$ cat src/rtl/uart_rx_ovs.sv
// uart_rx_ovs: oversampling UART receiver with 2-of-3 mid-bit majority voting.
// Optional parity bit is compiled in with macro UART_RX_PARITY_EN.
module uart_rx_ovs #(
  parameter int CLK_HZ     = 12_000_000,
  parameter int BIT_RATE   = 9600,
  parameter int DATA_BITS  = 8,
  parameter int OVERSAMPLE = 16,
  parameter int STOP_BITS  = 1,
  parameter int PARITY_ODD = 0
) (
  input  logic                 CLK,
  input  logic                 RST_N,
  input  logic                 RX,
  output logic                 VALID,
  output logic [DATA_BITS-1:0] DATA,
  output logic                 FRAME_ERR,
  output logic                 PARITY_ERR,
  output logic                 BREAK,
  output logic                 BUSY
);
  localparam int DIV_RAW = CLK_HZ / (BIT_RATE * OVERSAMPLE);
  localparam int DIV     = DIV_RAW < 1 ? 1 : DIV_RAW;
  localparam int DW      = $clog2(DIV + 1);
  localparam int TW      = $clog2(OVERSAMPLE);
  localparam int BW      = $clog2(DATA_BITS + 1);
  typedef enum logic [2:0] {
    S_IDLE, S_START, S_DATA,
`ifdef UART_RX_PARITY_EN
    S_PARITY,
`endif
    S_STOP, S_WAIT
  } state_t;
  state_t               state;
  logic                 rx_meta, rx_s, rx_prev;
  logic [1:0]           warm;
  logic [DW-1:0]        div_cnt;
  logic [TW-1:0]        tick_cnt;
  logic [BW-1:0]        bit_cnt;
  logic [1:0]           smp;
  logic [DATA_BITS-1:0] sh;
  logic                 ferr;
`ifdef UART_RX_PARITY_EN
  logic                 par_err;
`endif
  logic tick, mid, bit_end, vote, fall, last_stop;
  assign tick      = div_cnt == DW'(DIV - 1);
  assign mid       = tick && tick_cnt == TW'(OVERSAMPLE / 2 + 1);
  assign bit_end   = tick && tick_cnt == TW'(OVERSAMPLE - 1);
  assign vote      = (smp[0] & smp[1]) | (smp[0] & rx_s) | (smp[1] & rx_s);
  // warm gates edge detection until the synchroniser holds real line samples
  assign fall      = warm == 2'd3 && rx_prev && !rx_s;
  assign last_stop = bit_cnt == BW'(STOP_BITS - 1);
  assign BUSY      = state != S_IDLE;
  always_ff @(posedge CLK or negedge RST_N) begin
    if (!RST_N) begin
      state      <= S_IDLE;
      rx_meta    <= 1'b1;
      rx_s       <= 1'b1;
      rx_prev    <= 1'b1;
      warm       <= '0;
      div_cnt    <= '0;
      tick_cnt   <= '0;
      bit_cnt    <= '0;
      smp        <= '0;
      sh         <= '0;
      ferr       <= 1'b0;
`ifdef UART_RX_PARITY_EN
      par_err    <= 1'b0;
`endif
      VALID      <= 1'b0;
      DATA       <= '0;
      FRAME_ERR  <= 1'b0;
      PARITY_ERR <= 1'b0;
      BREAK      <= 1'b0;
    end else begin
      rx_meta  <= RX;
      rx_s     <= rx_meta;
      rx_prev  <= rx_s;
      warm     <= warm + 2'(warm != 2'd3);
      VALID    <= 1'b0;
      div_cnt  <= (state == S_IDLE || tick) ? '0 : div_cnt + 1'b1;
      tick_cnt <= state == S_IDLE ? '0 : bit_end ? '0 : tick ? tick_cnt + 1'b1 : tick_cnt;
      if (tick && tick_cnt == TW'(OVERSAMPLE / 2 - 1)) smp[0] <= rx_s;
      if (tick && tick_cnt == TW'(OVERSAMPLE / 2)) smp[1] <= rx_s;
      case (state)
        S_IDLE: if (fall) begin
          state   <= S_START;
          bit_cnt <= '0;
          ferr    <= 1'b0;
`ifdef UART_RX_PARITY_EN
          par_err <= 1'b0;
`endif
        end
        S_START: begin
          if (mid && vote) state <= S_IDLE;
          else if (bit_end) state <= S_DATA;
        end
        S_DATA: begin
          if (mid) sh <= {vote, sh[DATA_BITS-1:1]};
          if (bit_end) begin
            bit_cnt <= bit_cnt == BW'(DATA_BITS - 1) ? '0 : bit_cnt + 1'b1;
`ifdef UART_RX_PARITY_EN
            if (bit_cnt == BW'(DATA_BITS - 1)) state <= S_PARITY;
`else
            if (bit_cnt == BW'(DATA_BITS - 1)) state <= S_STOP;
`endif
          end
        end
`ifdef UART_RX_PARITY_EN
        S_PARITY: begin
          if (mid) par_err <= (^sh ^ vote) != (PARITY_ODD != 0);
          if (bit_end) state <= S_STOP;
        end
`endif
        S_STOP: begin
          if (mid && last_stop) begin
            VALID     <= 1'b1;
            DATA      <= sh;
            FRAME_ERR <= ferr | ~vote;
            BREAK     <= sh == '0 && (STOP_BITS == 1 ? !vote : ferr);
`ifdef UART_RX_PARITY_EN
            PARITY_ERR <= par_err;
`endif
            state     <= (ferr || !vote) ? S_WAIT : S_IDLE;
          end else begin
            if (mid) ferr <= ferr | ~vote;
            if (bit_end) bit_cnt <= bit_cnt + 1'b1;
          end
        end
        S_WAIT: if (rx_s) state <= S_IDLE;
        default: state <= S_IDLE;
      endcase
    end
  end
endmodule

$ cat config.mk
export PLATFORM = sky130hd
export DESIGN_NAME = uart_rx_ovs
export DESIGN_NICKNAME = d
export VERILOG_FILES = /design/src/rtl/uart_rx_ovs.sv
export SDC_FILE = /design/constraint.sdc
export NUM_CORES = 1
export LEC_CHECK = 0
export CAP_MARGIN = 30
export CORE_MARGIN = 2
export CORE_UTILIZATION = 57
export DETAILED_ROUTE_END_ITERATION = 10
export PLACE_DENSITY = 0.78
export SLEW_MARGIN = 5
export SYNTH_ARGS = -nofsm -noshare
export SYNTH_HDL_FRONTEND = slang
export SYNTH_SLANG_ARGS = --single-unit
$ cat constraint.sdc
create_clock -name CLK -period 2.7 [get_ports CLK]
set_input_delay 0.27 -clock CLK [delete_from_list [all_inputs] [get_ports CLK]]
set_output_delay 0.27 -clock CLK [all_outputs]
set_load 0.05 [all_outputs]
# --- After elaboration in Yosys (flattened, before gate mapping) ---
# Index checks and enable logic that the tools add are counted.
totals:
  ff_bits: 45
  input_bits: 3
classes:
  n_bitwise: 7
  add_sub_neg: 4
  reduce_logical: 25
  eq_ne: 21
  mux: 25
ops:
  columns: ["op", "n"]
  rows:
  - ["two-way mux 4 bit", 8]
  - ["two-way mux 3 bit", 8]
  - ["inequality test 2 bit, second input constant", 9]
  - ["case mux 3 bit (5 select lines)", 1]
  - ["equality test 4 bit, second input constant", 3]
  - ["case mux 4 bit (3 select lines)", 1]
  - ["logical AND 1 bit", 9]
  - ["nonzero test 3 bit", 3]
  - ["adder 4 x 1 -> 4 bit, second input constant", 2]
  - ["equality test 4 x 3 -> 1 bit, second input constant", 2]
  - ["logical NOT 8 bit", 1]
  - ["adder 7 x 1 -> 7 bit, second input constant", 1]
  - ["equality test 7 bit, second input constant", 1]
  - ["two-way mux 7 bit", 1]
  - ["equality test 3 x 2 -> 1 bit, second input constant", 2]
  - ["AND reduction 6 bit", 1]
  - ["two-way mux 1 bit", 5]
  - ["AND reduction 5 bit", 1]
  - ["logical NOT 4 bit", 1]
  - ["AND reduction 2 bit", 2]
  - ["AND reduction 4 bit", 1]
  - ["AND 1 bit", 3]
  - ["equality test 3 x 1 -> 1 bit, second input constant", 1]
  - ["equality test 3 bit, second input constant", 1]
  - ["10 further kinds", 14]

# --- Depth between registers and ports, before layout ---
logic_depth:
  ltp_word: 8
  ltp_mapped: 8
  mapped_depth_nobuf: 7

# --- Worst setup path before layout ---
# No wires, ideal clock.
synth_timing:
  kind: "register -> register"
  from: "register div_cnt[1]"
  to: "register sh[0]"
  path_slack_ns: 0.770
  path_stages_with_launch: 7
  arrival_ns: 1.805
  synth_period_minus_slack_ns: 1.930
  setup_time_ns: 0.125
  path_cell_list: "dfrtp_1 inv_1 ha_1 and4bb_2 nand2_4 nor4_4 mux2_2"
synth_between:
  elab_chain_cells: 3
synth_rtl:
  columns: ["item", "line", "text"]
  rows:
  - ["from (decl)", "36", "logic [DW-1:0] div_cnt;"]
  - ["from (signal assigned)", "81", "div_cnt <= (state == S_IDLE || tick) ? '0 : div_cnt + 1'b1;"]
  - ["equality test 7 bit", "46", "assign tick = div_cnt == DW'(DIV - 1);"]
  - ["logical AND 1 bit", "47", "assign mid = tick && tick_cnt == TW'(OVERSAMPLE / 2 + 1);"]
  - ["AND reduction 2 bit (no source line)", null, null]
  - ["to (signal assigned)", "99", "if (mid) sh <= {vote, sh[DATA_BITS-1:1]};"]
  - ["to (decl)", "40", "logic [DATA_BITS-1:0] sh;"]
# Every way passes these cells.
# A chain may end at the register's enable or synchronous reset.

# --- Final worst setup path ---
layout_timing:
  from: "register state[1]"
  to: "output port BUSY"
layout_between:
  elab_chain_cells: 1
layout_rtl:
  columns: ["item", "line", "text"]
  rows:
  - ["from (decl)", "33", "state_t state;"]
  - ["from (signal assigned)", "124", "state <= (ferr || !vote) ? S_WAIT : S_IDLE;"]
  - ["nonzero test 3 bit", "53", "assign BUSY = state != S_IDLE;"]
  - ["to (decl)", "19", "output logic BUSY"]
# Every way passes these cells.

==> metrics <==
Critical Path Fanout Max 12; post-cts resize count 0; sequential area share after synthesis 0.519; synthesized net count 197; starting density of the core 0.595; top-count cell post-synth dfrtp_1; top_reg_cell synth dfrtp_1; Slew Viols, Final 0; die width about 66 um; most area-hungry cell type in the Yosys netlist dfrtp_1; Power Dens Cells 571 nW/um^2; FMAX 433 MHz; P_leak 1.10 nW; Final Cycle Share 0.856; Synth Warn # 1; register bit total from synthesis 45; DP Area approximately 2300 um^2; Final Critical Period roughly 2.3 ns; Synth Cell Area 2180 um^2; Async SR Flop Fraction 1.00; initial antenna violation count 0; Layout area overhead 12.9%; via/cell ratio 5.92; CTS tree yes; Req. time, crit path about 2.4 ns; crit path capture type output pin; post-layout net count 216; H-Tree Depth 2; total CTS buffers 5; final wirelength between 4000 and 5000 um; most frequent cells after synthesis dfrtp_1 (42), mux2_2 (17), nand2_1 (14); Clock transition at path regs 0.09 ns; Detailed Route Iter0 Violations 100; CP Launch Type register; Setup Skew approximately 0.0056 ns; CTS Sinks 45; synthesized area per cell 11.6 um^2; gpl congestion 0.869; latest clock arrival within the worst-skew pair roughly 0.3 ns; setup bufs post-CTS 0; Worst Setup Path Type reg -> out; area share of the largest cell type after synthesis 0.483; fraction of layout cells with a size suffix above 1 0.208; Slew @ Worst Pin roughly 0.61 ns; Hold Fails Final Rpt 0; DR vias between 1500 and 2000; final core occ 0.671; max cap viols 0; Core ar. 3660 um^2; First-pass DRT Iterations 4; setup violators final 0; CTS root buffer clkbuf_8; largest net degree at the start of global routing 46; detailed placement HPWL 2730 um; worst min path class in -> async; Max VDD drop 0.472 mV; number of synthesized flops with an enable pin 0; Die Ht between 60 and 70 um; GR Util All Layers 0.215; outcome complete, no violations; clk buf depth 2; IO Port Bufs 14; RSZ-0062 raised after global routing false; largest cells by area after synthesis dfrtp_1 (48%), mux2_2 (8.8%), ha_1 (4.0%), dfstp_2 (3.6%), nand2_1 (2.4%); I/O pin count 16; Finished Cell Area 2460 um^2; library cells used by synthesis 51; fillers 271; setup_tns 0 ns; global route overflow 0; CP arrival 2.04 ns; Slew HR 0.588; Hold Buf Count CTS 0; Antenna Nets Post-Route 0; Syn Inst Count 187; Routed WL per cell 15.8 um; # diodes 0; die area 4330 um^2; residual DRC count 0; row count 22; first-pass GRT wire length 6870 um; vias in the first global route roughly 1500
## power breakdown
group | total [mW] | switching, mW | internal (mW)
Sequential | 0.799 | 0.0675 | 0.732
Combinational | 0.178 | 0.0973 | 0.0803
Clock | 0.425 | 0.242 | 0.184
## area by class of cell
| cell class | count | area (um^2) | share of cell area |
|---|---|---|---|
| well taps | 48 | 60.1 | 0.0244 |
| flip-flops and latches | 45 | 1130 | 0.460 |
| clock buffers | 5 | 68.8 | 0.0280 |
| multi-input cells | 128 | 975 | 0.397 |
| inverters | 10 | 37.5 | 0.0153 |
| clock inverters | 3 | 21.3 | 0.00866 |
| repair buffers | 16 | 165 | 0.0672 |
## worst max-delay path, stage by stage (launching register included)
cell and delay, ns:
dfrtp_1 0.55, nor3_4 0.37, inv_1 0.10, clkdlybuf4s50_1 0.71
## kinds of logic (layout without fill, tap and decap cells)
group,Yosys count,count (layout),synth area share
multiplexers,18,18,0.0925
AND/OR/NAND/NOR,71,71,0.212
XOR/XNOR,6,6,0.0241
other,1,1,0.00172
AO/OA/AOI/OAI,25,25,0.0770
adder cells (fa/ha/maj),7,7,0.0402
flip-flops,45,45,0.519
buffers and inverters,14,34,0.0333
## registers in the layout, indices dropped and copies added, names as in the netlist
name / cells
div_cnt: 7
smp: 2
FRAME_ERR: 1
ferr: 1
sh: 8
tick_cnt: 4
warm: 2
bit_cnt: 4
rx_s: 1
DATA: 8
rx_prev: 1
rx_meta: 1
VALID: 1
state: 3
BREAK: 1
## per-layer routing
metal	global-route usage	routed length [um]
met3	0.0681	160
met2	0.345	2060
met1	0.270	1700
met4	0.0859	97
met5	0	0
## metrics by stage
step                      cells  hold slack (ns)  setup slack (ns)  total power [mW]
after floorplan             187          -0.0256             0.770             0.927
after global placement      245            0.346             0.675             0.967
after detailed placement    245            0.349             0.564             0.981
after CTS                   253            0.146             0.383              1.41
after global routing        255            0.320             0.245              1.47
final                       255            0.319             0.390              1.40
## path summary, 6_finish.rpt
check	start	end	slack [ns]	depth (start not counted)
setup reg to reg	div_cnt[1]	sh[2]	0.50	6
hold / removal	RST_N	DATA[0]	0.32	2
max in group asynchronous	RST_N	rx_meta	1.89	3
hold reg to reg	rx_meta	rx_s	0.36	0
min in group CLK	rx_meta	rx_s	0.36	0
setup / recovery	state[1]	BUSY	0.39	3
## cell usage in the layout (no fill, tap or decap), types with 3 or more instances in the layout
master           instances
a21oi_1                  7
clkbuf_8                 5
clkdlybuf4s50_1         13
dfrtp_1                 42
dfstp_2                  3
ha_1                     7
inv_1                   10
mux2_2                  17
nand2_1                 14
nand3_1                  9
nand3b_1                 3
nand4_1                  3
nor2_1                  13
nor3_1                   4
o21ai_0                  6
xor2_1                   5
Power figures use the tool's default switching activity.
